### config.mk
export PLATFORM = sky130hd
export DESIGN_NAME = imem_boot_loader_flat
export DESIGN_NICKNAME = d
export VERILOG_FILES = /design/src/rtl/imem_boot_pkg.sv /design/src/rtl/imem_boot_loader_if.sv /design/src/rtl/imem_byte_packer.sv /design/src/rtl/imem_boot_loader.sv /design/src/flat_wrapper.sv
export SDC_FILE = /design/constraint.sdc
export NUM_CORES = 1
export LEC_CHECK = 0
export BUFFER_PORTS_ARGS = -buffer_cell sky130_fd_sc_hd__buf_4
export CAP_MARGIN = 10
export CORE_ASPECT_RATIO = 0.6
export CORE_MARGIN = 1.5
export CORE_UTILIZATION = 50
export CTS_CLUSTER_DIAMETER = 200
export DETAILED_ROUTE_END_ITERATION = 10
export PLACE_DENSITY_LB_ADDON = 0.1
export SLEW_MARGIN = 30
export SYNTH_ARGS = -nofsm -noshare
export SYNTH_HDL_FRONTEND = slang
export SYNTH_SLANG_ARGS = --single-unit
### constraint.sdc
create_clock -name clk -period 4.58 [get_ports clk]
set_input_delay 0.229 -clock clk [delete_from_list [all_inputs] [get_ports clk]]
set_output_delay 0.229 -clock clk [all_outputs]
set_load 0.02 [all_outputs]
### src/rtl/imem_boot_pkg.sv
// Shared types and sizing constants for the instruction-memory boot loader.
// Imported by the loader top and its byte packer.
package imem_boot_pkg;

  typedef enum logic [1:0] {
    IDLE  = 2'd0,
    LOAD  = 2'd1,
    WRITE = 2'd2,
    RUN   = 2'd3
  } state_e;

  localparam int DEPTH_WORDS     = 64;
  localparam int BYTES_PER_WORD  = 4;
  localparam int WORD_ADDR_SHIFT = 2;

endpackage

### src/rtl/imem_boot_loader_if.sv
// Byte-stream handshake plus instruction-memory write port.
// The loader is the slave of the byte stream and drives the memory write side.
interface imem_boot_loader_if #(
  parameter int ADDR_W = 8
);
  logic              byte_valid;
  logic [7:0]        byte_data;
  logic              byte_ready;
  logic              mem_we;
  logic [ADDR_W-1:0] mem_waddr;
  logic [31:0]       mem_wdata;

  modport master (
    output byte_valid,
    output byte_data,
    input  byte_ready,
    input  mem_we,
    input  mem_waddr,
    input  mem_wdata
  );

  modport slave (
    input  byte_valid,
    input  byte_data,
    output byte_ready,
    output mem_we,
    output mem_waddr,
    output mem_wdata
  );
endinterface

### src/rtl/imem_byte_packer.sv
// Collects stream bytes little-endian into a 32-bit word.
// o_word_full flags the handshake that completes the word.
module imem_byte_packer
  import imem_boot_pkg::*;
(
  input  logic        clk,
  input  logic        rst_n,
  input  logic        i_clear,
  input  logic        i_accept,
  input  logic [7:0]  i_byte,
  output logic        o_word_full,
  output logic [31:0] o_word
);

  localparam int CNT_W = $clog2(BYTES_PER_WORD);

  logic [CNT_W-1:0] r_cnt;
  logic [31:0]      r_lanes;

  // Clear beats accept so an aborted partial word never leaks into the next load.
  always_ff @(posedge clk or negedge rst_n) begin
    if (!rst_n) begin
      r_cnt   <= '0;
      r_lanes <= '0;
    end else if (i_clear) begin
      r_cnt   <= '0;
      r_lanes <= '0;
    end else if (i_accept) begin
      r_lanes[{r_cnt, 3'b000} +: 8] <= i_byte;
      r_cnt                         <= r_cnt + CNT_W'(1);
    end
  end

  assign o_word_full = i_accept && !i_clear &&
                       (r_cnt == CNT_W'(BYTES_PER_WORD - 1));
  assign o_word      = r_lanes;

endmodule

### src/rtl/imem_boot_loader.sv
// Loads a byte stream into the instruction memory one packed word at a time
// and holds the CPU stalled until a complete image has been written.
module imem_boot_loader #(
  parameter int DEPTH_WORDS = imem_boot_pkg::DEPTH_WORDS,
  parameter int ADDR_W      = 8,
  parameter int LEN_W       = 7
) (
  input  logic             clk,
  input  logic             rst_n,
  input  logic             i_load_start,
  input  logic [LEN_W-1:0] i_load_len,
  input  logic             i_load_abort,
  imem_boot_loader_if.slave bus,
  output logic             o_cpu_stall,
  output logic             o_busy,
  output logic             o_done,
  output logic             o_err
);

  import imem_boot_pkg::*;

  localparam int WCNT_W = $clog2(DEPTH_WORDS);

  state_e            r_state;
  state_e            w_state_nxt;
  logic [LEN_W-1:0]  r_len;
  logic [WCNT_W-1:0] r_word_cnt;
  logic              r_done;
  logic              r_err;

  logic              w_done_nxt;
  logic              w_err_nxt;
  logic              w_len_load;
  logic              w_cnt_clr;
  logic              w_cnt_inc;
  logic              w_pk_clear;
  logic              w_accept;
  logic              w_word_full;
  logic [31:0]       w_word;
  logic              w_len_ok;
  logic              w_last;

  assign w_accept = bus.byte_valid && bus.byte_ready;
  assign w_len_ok = (i_load_len != '0) && (i_load_len <= LEN_W'(DEPTH_WORDS));
  assign w_last   = (LEN_W'(r_word_cnt) == (r_len - LEN_W'(1)));

  imem_byte_packer u_packer (
    .clk         (clk),
    .rst_n       (rst_n),
    .i_clear     (w_pk_clear),
    .i_accept    (w_accept),
    .i_byte      (bus.byte_data),
    .o_word_full (w_word_full),
    .o_word      (w_word)
  );

  always_ff @(posedge clk or negedge rst_n) begin
    if (!rst_n) begin
      r_state <= IDLE;
      r_done  <= 1'b0;
      r_err   <= 1'b0;
    end else begin
      r_state <= w_state_nxt;
      r_done  <= w_done_nxt;
      r_err   <= w_err_nxt;
    end
  end

  always_ff @(posedge clk or negedge rst_n) begin
    if (!rst_n) begin
      r_len      <= '0;
      r_word_cnt <= '0;
    end else begin
      if (w_len_load) r_len <= i_load_len;
      if (w_cnt_clr) begin
        r_word_cnt <= '0;
      end else if (w_cnt_inc) begin
        r_word_cnt <= r_word_cnt + WCNT_W'(1);
      end
    end
  end

  // Abort is only honoured in LOAD/WRITE; in IDLE/RUN a start always wins.
  always_comb begin
    w_state_nxt = r_state;
    w_done_nxt  = r_done;
    w_err_nxt   = r_err;
    w_len_load  = 1'b0;
    w_cnt_clr   = 1'b0;
    w_cnt_inc   = 1'b0;
    w_pk_clear  = 1'b0;
    case (r_state)
      IDLE, RUN: begin
        if (i_load_start) begin
          if (w_len_ok) begin
            w_state_nxt = LOAD;
            w_done_nxt  = 1'b0;
            w_err_nxt   = 1'b0;
            w_len_load  = 1'b1;
            w_cnt_clr   = 1'b1;
            w_pk_clear  = 1'b1;
          end else begin
            w_err_nxt   = 1'b1;
          end
        end
      end
      LOAD: begin
        if (i_load_abort) begin
          w_state_nxt = IDLE;
          w_err_nxt   = 1'b1;
          w_pk_clear  = 1'b1;
        end else if (w_word_full) begin
          w_state_nxt = WRITE;
        end
      end
      WRITE: begin
        w_pk_clear = 1'b1;
        if (i_load_abort) begin
          w_state_nxt = IDLE;
          w_err_nxt   = 1'b1;
        end else if (w_last) begin
          w_state_nxt = RUN;
          w_done_nxt  = 1'b1;
        end else begin
          w_state_nxt = LOAD;
          w_cnt_inc   = 1'b1;
        end
      end
      default: w_state_nxt = IDLE;
    endcase
  end

  // Address and data are held steady from registers; only the strobe marks the write.
  assign bus.byte_ready = (r_state == LOAD);
  assign bus.mem_we     = (r_state == WRITE);
  assign bus.mem_waddr  = ADDR_W'(r_word_cnt) << WORD_ADDR_SHIFT;
  assign bus.mem_wdata  = w_word;

  assign o_cpu_stall = (r_state != RUN);
  assign o_busy      = (r_state == LOAD) || (r_state == WRITE);
  assign o_done      = r_done;
  assign o_err       = r_err;

endmodule

### src/flat_wrapper.sv
// flat-port wrapper written by rule: the top's interface ports become plain ports
module imem_boot_loader_flat import imem_boot_pkg::*;
#(
  parameter int DEPTH_WORDS = imem_boot_pkg::DEPTH_WORDS,
  parameter int ADDR_W      = 8,
  parameter int LEN_W       = 7
)
  (clk, rst_n, i_load_start, i_load_len, i_load_abort, o_cpu_stall, o_busy, o_done, o_err, bus_byte_valid, bus_byte_data, bus_byte_ready, bus_mem_we, bus_mem_waddr, bus_mem_wdata);
  imem_boot_loader_if #(.ADDR_W(ADDR_W)) bus_i ();
  input  logic clk;
  input  logic rst_n;
  input  logic i_load_start;
  input  logic [LEN_W-1:0] i_load_len;
  input  logic i_load_abort;
  output logic o_cpu_stall;
  output logic o_busy;
  output logic o_done;
  output logic o_err;
  input wire logic [$bits(bus_i.byte_valid)-1:0] bus_byte_valid;
  input wire logic [$bits(bus_i.byte_data)-1:0] bus_byte_data;
  output wire logic [$bits(bus_i.byte_ready)-1:0] bus_byte_ready;
  output wire logic [$bits(bus_i.mem_we)-1:0] bus_mem_we;
  output wire logic [$bits(bus_i.mem_waddr)-1:0] bus_mem_waddr;
  output wire logic [$bits(bus_i.mem_wdata)-1:0] bus_mem_wdata;
  assign bus_i.byte_valid = bus_byte_valid;
  assign bus_i.byte_data = bus_byte_data;
  assign bus_byte_ready = bus_i.byte_ready;
  assign bus_mem_we = bus_i.mem_we;
  assign bus_mem_waddr = bus_i.mem_waddr;
  assign bus_mem_wdata = bus_i.mem_wdata;
  imem_boot_loader #(.DEPTH_WORDS(DEPTH_WORDS), .ADDR_W(ADDR_W), .LEN_W(LEN_W)) u_core (.clk(clk), .rst_n(rst_n), .i_load_start(i_load_start), .i_load_len(i_load_len), .i_load_abort(i_load_abort), .bus(bus_i), .o_cpu_stall(o_cpu_stall), .o_busy(o_busy), .o_done(o_done), .o_err(o_err));
endmodule
# == Word level (Yosys, flattened, before mapping) ==
# Index checks and enable logic that the tools add are counted.
# word_totals
register_bits,51
latch_bits,0
mem_bits_rw,0
mem_bits_ro,0
output_inout_bits,46
elab_cells,73
n_memories,0
# op_classes
add_sub_neg,4
n_mul,0
n_div,0
order_cmp,1
eq_ne,12
shifts,2
n_mux,31
bitwise_logic,0
reduce_logical,16
# ops
cell,count
$mux 32,2
$bwmux 32,1
$shift 8x7->32 const A,1
$shiftx 8x7->32,1
$mux 2,8
$mux 1,14
$mux 6,2
$eq 6x7->1,1
$le 7x7->1 const B,1
$neg 5->7,1
$reduce_bool 7->1,1
$sub 7x1->7 const B,1
$add 6x1->6 const B,1
$eq 2x2->1 const B,3
$ne 2x1->1 const B,3
$ne 2x2->1 const B,3
$pmux 2 s3,1
$reduce_bool 2->1,3
$reduce_and 5->1,1
$logic_and 1x1->1,4
$pmux 1 s2,2
$reduce_or 2->1,2
$ne 3x3->1 const B,1
$pmux 1 s3,1
7 further kinds,7

# == Depth between registers and ports, before layout ==
# Gate-level depths: netlist (run 1).
# depth
word_depth,11
ltp_mapped,9
mapped_depth_nobuf,8

# == Cells and area by module ==
# Synthesis (run 1) repeated with hierarchy kept, for this count alone.
# hier_totals
cells_unflattened,271
area_unflattened_um2,2825.2
# modules_own_cells
module,instances,cells_per_inst,area_per_inst_um2
imem_byte_packer,1,139,1666.6
imem_boot_loader,1,132,1158.6

# == Least setup slack after synthesis (run 1) ==
# No wires, ideal clock.
# synth_path
path_type,register to register
startpoint,register u_core.r_state[1]
endpoint,"register u_core.u_packer.r_lanes[16], in the netlist u_core.u_packer.o_word[16]"
setup_time_ns,0.076
arrival_time_ns,2.190
required_ns,4.504
slack_ns,2.314
path_stages_with_launch,9
period_less_slack_ns,2.266
path_cell_list,dfrtp_1 inv_1 ha_1 and2_1 buf_2 nand2_1 nor4_1 a22oi_1 nor2_1
# synth_between
word_cells_on_any_way,9
# synth_lines
element,line,rtl
start: declaration,imem_boot_loader.sv:24,state_e r_state;
start signal: assignment,imem_boot_loader.sv:63,r_state <= w_state_nxt;
$eq 2x1->1 (*),imem_boot_loader.sv:134,assign bus.byte_ready = (r_state == LOAD);
net bus_byte_ready,flat_wrapper.sv:21,output wire logic [$bits(bus_i.byte_ready)-1:0] bus_byte_ready;
$pmux 1 s3 or $logic_and 1x1->1 (tied branches),"imem_boot_loader.sv:92, imem_boot_loader.sv:43",
$mux 32 or $reduce_bool 2->1 (tied branches),--,
end signal: indexed assignment,imem_byte_packer.sv:29,"r_lanes[{r_cnt, 3'b000} +: 8] <= i_byte;"
end: declaration,imem_byte_packer.sv:18,logic [31:0] r_lanes;
# Mark *: on every way through the listed nets, which the timed path passes. The rest lies on a longest branch.
# A chain may end at the register's enable or synchronous reset.

# == Worst setup path in the final report (run 1) ==
# layout_path
startpoint,register u_core.r_state[1]
endpoint,"register u_core.u_packer.r_lanes[22], in the netlist u_core.u_packer.o_word[22]"
# layout_between
elab_chain_cells,4
word_cells_on_any_way,9
# layout_lines
element,line,rtl
$eq 2x2->1 or $logic_not 2->1 (tied branches),imem_boot_loader.sv:92,case (r_state)
$reduce_or 2->1,imem_boot_loader.sv:92,
$pmux 1 s3,imem_boot_loader.sv:92,
$mux 32 or $reduce_bool 2->1 (tied branches),--,
# Parallel ways exist; a longest one is shown, timed or not.

==> results of run 1 <==
[report_power, final]
part           switching [mW]  internal (mW)
clock network           0.164          0.113
logic                   0.364          0.231
registers              0.0831          0.526
total                   0.611          0.871
[worst min path at each step]
stage	cells past startpoint	endpoint
2_1_floorplan	0	u_core.o_done
3_3_place_gp	1	u_core.r_len[0]
3_5_place_dp	1	u_core.r_word_cnt[2]
4_1_cts	3	u_core.r_len[3]
5_1_grt	3	u_core.r_len[3]
6_report	3	u_core.r_len[3]
[cell families after synthesis]
family,after synthesis,share of synthesized area
AO/OA/AOI/OAI,59,0.175
other,1,0.00150
AND/OR/NAND/NOR,84,0.175
flip-flops,51,0.510
multiplexers,4,0.0165
buffers and inverters,19,0.0330
XOR/XNOR,10,0.0350
adder cells (fa/ha/maj),11,0.0550
[layout make-up]
cell class / instances / area share
repair buffers: 64 / 0.154
well taps: 63 / 0.0251
inverters: 13 / 0.0155
clock buffers: 5 / 0.0219
multi-input cells: 170 / 0.369
clock inverters: 3 / 0.00916
flip-flops and latches: 51 / 0.406
[sequential cells by signal, indices dropped and copies added, names as in the netlist]
register	count
u_core.u_packer.o_word	32
u_core.r_len	7
u_core.r_word_cnt	6
u_core.r_state	2
u_core.u_packer.r_cnt	2
u_core.o_done	1
u_core.o_err	1
[per-stage QoR]
step           instances  area [um^2]  hold WS [ps]
2_1_floorplan        240         2510         -66.6
3_3_place_gp         360         3020           293
3_5_place_dp         360         3030           295
4_1_cts              369         3140           111
5_1_grt              369         3140           113
6_report             369         3140           123
[Yosys cell counts (2+ instances only)]
library cell,n,area (um^2)
nand4_1,3,18.8
or4_4,2,22.5
dfrtp_1,51,1280
nor3_1,6,30.0
a21oi_1,10,50.1
nand2b_1,5,31.3
mux2i_1,3,30.0
a22oi_1,16,120
and3_1,2,12.5
buf_4,2,15.0
nor2_1,24,90.1
inv_1,13,48.8
buf_2,3,15.0
nor4_1,3,18.8
o31ai_1,3,22.5
a22o_1,16,140
nand3_1,3,15.0
nand2_1,26,97.6
a31oi_1,3,18.8
xor2_1,4,35.0
o21ai_0,5,25.0
ha_1,11,138
xnor2_1,6,52.6
[placed cells by master, fill, tap and decap left out, types with 6 or more instances in the layout]
| cell type | Yosys | routed |
|---|---|---|
| dfrtp_1 | 51 | 51 |
| buf_4 | 2 | 63 |
| nor2_1 | 24 | 24 |
| a21oi_1 | 10 | 10 |
| ha_1 | 11 | 11 |
| xnor2_1 | 6 | 6 |
| nand2_1 | 26 | 26 |
| inv_1 | 13 | 13 |
| a22o_1 | 16 | 16 |
| a22oi_1 | 16 | 16 |
[worst reg2reg max path: stages, from the launching register on]
cell	delay, ps
dfrtp_1	420
inv_1	90
ha_1	270
and2_1	360
nand2_1	310
nor4_2	710
a22oi_1	150
nor2_1	140
[layer usage]
layer  global-route usage  up-vias  share of wire
met2                0.293       81           0.36
met5                    0        -              0
met3               0.0696        5          0.083
met1                0.382     1001           0.54
met4               0.0597        0         0.0089
li1                     -      994              -
[repair_timing]
| item | CTS | global route |
|---|---|---|
| setup buffers | 0 | 0 |
| hold buffers | 1 | 0 |
| endpoints found under the hold margin | 51 | 0 |
| endpoints found under the setup margin | 0 | 0 |
==> results.md, run 1 <==
* Largest voltage drop on the vdd net at roughly 230 uV
* Total negative slack at 0 ps
* Combined area of all synthesized cells at 2500 um^2
* Max-slew violation count at 0
* Total DRC errors in the routed layout at 0
* Setup repair after global routing missed its margin: no
* Area of the core at around 4700 um^2
* HP Class: in -> reg
* Critical Path RT at between 4000 and 5000 ps
* Biggest fanout along the worst timing path at 9
* Sequential share of the synthesized area at 0.510
* Setup slack, reg-to-reg at around 2100 ps
* Total number of placement rows at 19
* Worst-case setup slack after placement at about 1900 ps
* Largest net degree at the start of global routing at between 50 and 60
* Share of the clock period used by the worst path at 0.550
* Fin crit period at ~2500 ps
* Tot GR Track Use at 0.233
* Worst Tran Pin Value at approximately 850 ps
* Share of synthesized flip-flops with an asynchronous set or reset at 1.00
* Total I/O pin count at between 60 and 70
* Number of gates on the worst path with buffers counted at 7
* CP Capture Type: flip-flop
* Violation count after the first detailed-route iteration at 140
* Critical Path, Cell by Cell: inv_1 > ha_1 > and2_1 > nand2_1 > nor4_2 > a22oi_1 > nor2_1
* Root Driver: clkbuf_8
* Number of library cell types mapped by synthesis at 42
* Signed area change from the synthesized netlist to the final layout at 25.6%
* Skew-Pair Late Insertion Delay at a little over 300 ps
* Final antenna-violating net count at 0
* Setup Crit Path Kind: reg -> reg
* Worst R2R End: u_core.u_packer.o_word[22]
* End point of the critical path: u_core.u_packer.o_word[22]
* Count of max-cap constraint violations at 0
* Multi-input gate area at 1160 um^2
* Average wire per cell in the routed design at 16.1 um
* Setup slack of the critical path after layout at approximately 2100 ps
* Number of synthesized flops with an enable pin at 0
* Clock tree buffer depth at 2
* Worst-case reg-to-reg path depth at 7
* # nets final at 336
* Setup crit start: u_core.r_state[1]
* Primary flip-flop cell chosen by synthesis mapping: dfrtp_1
* Origin of the worst min-delay path: i_load_len[3]
* # port buffers at 63
* Gate count of the mapped netlist at around 240
* Number of gates given a new drive strength after cts at 0
* Sum of buffers and inverters on the critical path at 1
* Cell class contributing the biggest share of worst-path delay: simple AND/OR/NAND/NOR gates
* Final number of hold-violating endpoints at 0
* Footprint of the flip-flops and latches at 1280 um^2
* Wire length of the first global-routing pass at 9630 um
* Number of buffers inserted during clock tree synthesis at 5
* CTS clk-pin slew, worst paths at ~100 ps
* Source of the worst register-to-register timing path: u_core.r_state[1]
* Warnings from Yosys at 0
* Vias after detailed routing at between 2k and 2.5k
* Residual overflow from global routing at 0
* Hpwl dp at between 4000 and 5000 um
* Standard cell with the maximum stage delay on the critical path: nor4_2
* Achievable clock frequency at around 0.40 GHz
* Largest stage delay on the critical path at 710 ps
* Total die area at 5450 um^2
* # H-tree levels at 2
* Final cell utilization of the core at 0.671
* Average vias per placed instance at roughly 5.6
* Initial Utilization at 0.534
* Pwr Density at 472 nW/um^2
* Arrival time of data at the critical path endpoint at ~2800 ps
* Number of fill cells at approximately 380
* RD Place Congestion at 0.852
* Sink Count at between 50 and 60
* Overall power consumption at around 1.5 mW
* Count of final setup violators at 0
* Synthesized area per cell at 10.5 um^2
* First-pass DRT Iterations at 5
* Die extent in y at 57.8 um
* Number of synthesized register bits at 51
* Clk_skew at ~6.8 ps
* Worst relative slew slack at 0.431
* Outcome: completed
* Clock tree from TritonCTS: done
* Vias in the first global route at approximately 1.8k
* Startpoint class of the critical path: flip-flop
* Count of inserted antenna diode cells at 0
* Wire length after detailed routing at between 5000 and 6000 um
* Number of antenna violations at the first check in global routing at 0
* Horizontal die dimension at 94.3 um
* Static Leak at about 1.6 nW
* Fraction of layout cells with a size suffix above 1 at 0.268
Note: power is estimated with default switching activity, not from simulation.
==> run 2, diff against run 1 <==
ABC_AREA = 1   (was default)
CORE_UTILIZATION = 48   (was 50)
clock period = 2.25 ns   (was 4.58 ns; I/O delays follow)
==> run 2 against run 1 <==
Against the previous run:
- largest power group is now combinational logic
- wire length increased by 14%
- clock power up 75%
- worst setup slack got worse by 1900 ps
- highest routed layer unchanged
- count of clock-buffer cells in the layout increased by 1
- synthesized cell count up 40%
- maximum frequency up 20%
- critical path type unchanged
- clock skew up 1.4 ps
- worst hold slack got worse by 64 ps
- register-to-register slack lost 1900 ps
- combinational power grew to 3.1 times the previous value
- sequential cell count unchanged
- die area increased by 14%
==> results.md, run 2 <==
* Outcome: completed
* Residual overflow from global routing at 0 (unchanged)
* Achievable clock frequency at 0.478 GHz (+20%)
* First-pass DRT Iterations at 5 (unchanged)
* Total die area at 6220 um^2 (+14%)
* Total I/O pin count at 66 (unchanged)
* # H-tree levels at 2 (unchanged)
* Cell class contributing the biggest share of worst-path delay: simple AND/OR/NAND/NOR gates
* Initial Utilization at 0.497 (-0.0372)
* Crit-path most repeated cell: inv_2
* Count of final setup violators at 0 (unchanged)
* Warnings from Yosys at 0 (unchanged)
* Standard cell with the maximum stage delay on the critical path: dfrtp_1
* Setup Crit Path Kind: reg -> reg
* Signed area change from the synthesized netlist to the final layout at 23.2%
* Number of gates given a new drive strength after cts at 0 (unchanged)
* Primary flip-flop cell chosen by synthesis mapping: dfrtp_1
* Net switching share of the total power at 0.463 (+0.0511)
* Pwr Density at 1060 nW/um^2 (+120%)
* Wire length of the first global-routing pass at 10,500 um (+9.2%)
* Share of synthesized flip-flops with an asynchronous set or reset at 1.00 (unchanged)
* Static Leak at 1.79 nW (+14%)
* HP Class: in -> reg
* Logic gate share of total power at 0.504 (+0.102)
* CP Capture Type: flip-flop
* Final number of hold-violating endpoints at 0 (unchanged)
* RD Place Congestion at 0.937 (+10%)
* Worst relative slew slack at 0.574 (+0.144)
* Setup crit start: u_core.u_packer.r_cnt[0]
* Fin crit period at 2090 ps (-426 ps)
* Largest voltage drop on the vdd net at 489 uV (+120%)
* Final cell utilization of the core at 0.613 (-0.0586)
* End point of the critical path: u_core.u_packer.o_word[21]
* Power spent charging and discharging nets at 1.67 mW (+170%)
* Number of gates on the worst path with buffers counted at 6 (-1)
* Skew-Pair Late Insertion Delay at 290 ps (-20 ps)
* Gate count of the mapped netlist at 335 (+40%)
* Largest net degree at the start of global routing at 52 (unchanged)
* Horizontal die dimension at 101 um (+6.9%)
* Count of max-cap constraint violations at 0 (unchanged)
* Cell types with the highest counts after synthesis: 96 x nand2_1, 51 x dfrtp_1, 30 x inv_1
* Number of buffers inserted during clock tree synthesis at 5 (unchanged)
* Clock tree from TritonCTS: done
* Fraction of layout cells with a size suffix above 1 at 0.229 (-0.0391)
* Fraction of power consumed by sequential logic at 0.361 (-0.050)
* Sum of buffers and inverters on the critical path at 2 (+1)
* Worst-case setup slack after placement at 236 ps (-1650 ps)
* Critical Path RT at 2460 ps (-2360 ps)
* Clk_skew at 8.16 ps (+1.39 ps)
* Combined area of all synthesized cells at 2760 um^2 (+10%)
* Total DRC errors in the routed layout at 0 (unchanged)
* Number of synthesized flops with an enable pin at 0 (unchanged)
* Fraction of synthesized cell area taken by the top area cell type at 0.463 (-0.0470)
* Clock network fraction of total power at 0.134 (-0.053)
* Number of flip-flops under the largest register name at 32 (unchanged)
* Die extent in y at 61.7 um (+6.7%)
* Internal cell power at 1.93 mW (+120%)
* Setup repair after global routing missed its margin: no
* Root Driver: clkbuf_8
* Biggest fanout along the worst timing path at 13 (+4)
* Number of library cell types mapped by synthesis at 33 (-21%)
* Clock tree buffer depth at 2 (unchanged)
* Synthesized area per cell at 8.23 um^2 (-21%)
* Worst-case reg-to-reg path depth at 6 (-1)
* Most area-hungry cell type in the Yosys netlist: dfrtp_1
* Wire length after detailed routing at 6760 um (+14%)
* Tot GR Track Use at 0.227 (-0.00567)
* Largest stage delay on the critical path at 580 ps (-130 ps)
* Worst Tran Pin Value at 638 ps (-209 ps)
* Arrival time of data at the critical path endpoint at 2310 ps (-440 ps)
* Violation count after the first detailed-route iteration at 139 (-0.71%)
* Number of synthesized register bits at 51 (unchanged)
* Top library cells by usage in the layout, fill and taps aside: 96 x nand2_1, 66 x buf_4, 51 x dfrtp_1
* # nets final at 434 (+29%)
* Post-route worst hold slack at 58.9 ps (-64.3 ps)
* Max-slew violation count at 0 (unchanged)
* Final antenna-violating net count at 0 (unchanged)
* Sink Count at 51 (unchanged)
* Worst R2R End: u_core.u_packer.o_word[21]
* Vias in the first global route at 2,055 (+11%)
* Area of the core at 5540 um^2 (+18%)
* Total negative slack at 0 ps (unchanged)
* Total number of placement rows at 21 (+2)
* Average vias per placed instance at 5.04 (-11%)
* Vias after detailed routing at 2,427 (+17%)
* Most common library cell in the layout ignoring fill and taps: nand2_1
* # port buffers at 63 (unchanged)
* Number of antenna violations at the first check in global routing at 0 (unchanged)
* Share of the clock period used by the worst path at 0.929 (+0.380)
* CTS clk-pin slew, worst paths at 90 ps (about the same)
* Cell with the most instances after synthesis: nand2_1
* Hpwl dp at 5170 um (+18%)
* Sequential share of the synthesized area at 0.463 (-0.0470)
* Setup slack of the critical path after layout at 159 ps (-1900 ps)
* Setup slack, reg-to-reg at 160 ps (-1900 ps)
* Average wire per cell in the routed design at 14.0 um (-13%)
* Source of the worst register-to-register timing path: u_core.u_packer.r_cnt[0]
* Startpoint class of the critical path: flip-flop
* Critical Path, Cell by Cell: inv_2 > ha_1 > inv_2 > nor2_1 > nand4_1 > a21oi_1
* Count of inserted antenna diode cells at 0 (unchanged)
* Leading post-synthesis cells by cell area: dfrtp_1 46%, nand2_1 13%, ha_1 5.0%
run 2: cell types whose count changed after synthesis, moves of 12 or more:
| cell | before | now |
|---|---|---|
| nand3_1 | 3 | 23 |
| o21ai_0 | 5 | 18 |
| a22o_1 | 16 | 0 |
| inv_1 | 13 | 30 |
| nand4_1 | 3 | 15 |
| nand2_1 | 26 | 96 |
run 2: layout make-up:
cell class / count / area (um^2)
Tap cell: 80 / 100
Multi-Input combinational cell: 244 / 1310
Fill cell: 519 / 2150
Clock buffer: 6 / 72.6
Inverter: 34 / 128
Sequential cell: 51 / 1280
Timing Repair Buffer: 67 / 505
run 2: what timing repair did:
| action | CTS | global route |
|---|---|---|
| setup buffers | 0 | 0 |
| setup endpoints to repair | 0 | 0 |
| endpoints found under the hold margin | 51 | 0 |
| hold buffers | 1 | 0 |
run 2: worst min path at each step:
stage | from | endpoint | slack, ps | cells after the start
final | i_load_len[3] | u_core.r_len[3] | 60 | 2
after global routing | i_load_len[3] | u_core.r_len[3] | 40 | 2
after global placement | rst_n | u_core.r_len[3] | 190 | 1
after CTS | i_load_len[3] | u_core.r_len[3] | 50 | 2
after floorplan | rst_n | u_core.o_done | -180 | 0
after detailed placement | rst_n | u_core.r_len[6] | 190 | 1
run 2: cells by family (layout without fill, tap and decap cells):
| family | Yosys count | in the layout | synth area share |
|---|---|---|---|
| xor gates and xnor gates | 9 | 9 | 0.0286 |
| buffers and inverters | 41 | 107 | 0.0617 |
| DFF | 51 | 51 | 0.463 |
| muxes | 2 | 2 | 0.00817 |
| adders and majority gates | 11 | 11 | 0.0499 |
| AOI/OAI and AO/OA | 44 | 44 | 0.0894 |
| other | 1 | 2 | 0.00136 |
| and+or+nand+nor | 176 | 176 | 0.298 |
run 2: metal layers:
layer / vias to the layer above / GRT usage / share of wire
li1: 1230 / - / -
met1: 1112 / 0.371 / 0.55
met2: 83 / 0.308 / 0.38
met3: 2 / 0.0436 / 0.072
met4: 0 / 0.0423 / 0.0038
met5: - / 0 / 0
run 2: per-stage QoR:
stage / power [mW] / area [um^2] / cells
2_1_floorplan: 2.58 / 2760 / 336
3_3_place_gp: 3.08 / 3310 / 475
3_5_place_dp: 3.12 / 3310 / 475
4_1_cts: 3.60 / 3400 / 482
5_1_grt: 3.89 / 3400 / 482
6_report: 3.60 / 3400 / 482
run 2: power groups by stage:
stage          clock network, mW  registers (mW)  logic [mW]
2_1_floorplan                  0            1.36        1.22
3_3_place_gp                   0            1.31        1.78
3_5_place_dp                   0            1.31        1.80
4_1_cts                    0.499            1.30        1.81
5_1_grt                    0.536            1.33        2.02
6_report                   0.484            1.30        1.82
run 2: worst register-to-register path: cells and delay by family (launching register included):
family,cells,cell delay [ps]
and+or+nand+nor,2,590
DFF,1,580
adders and majority gates,1,390
buffers and inverters,2,260
AOI/OAI and AO/OA,1,190
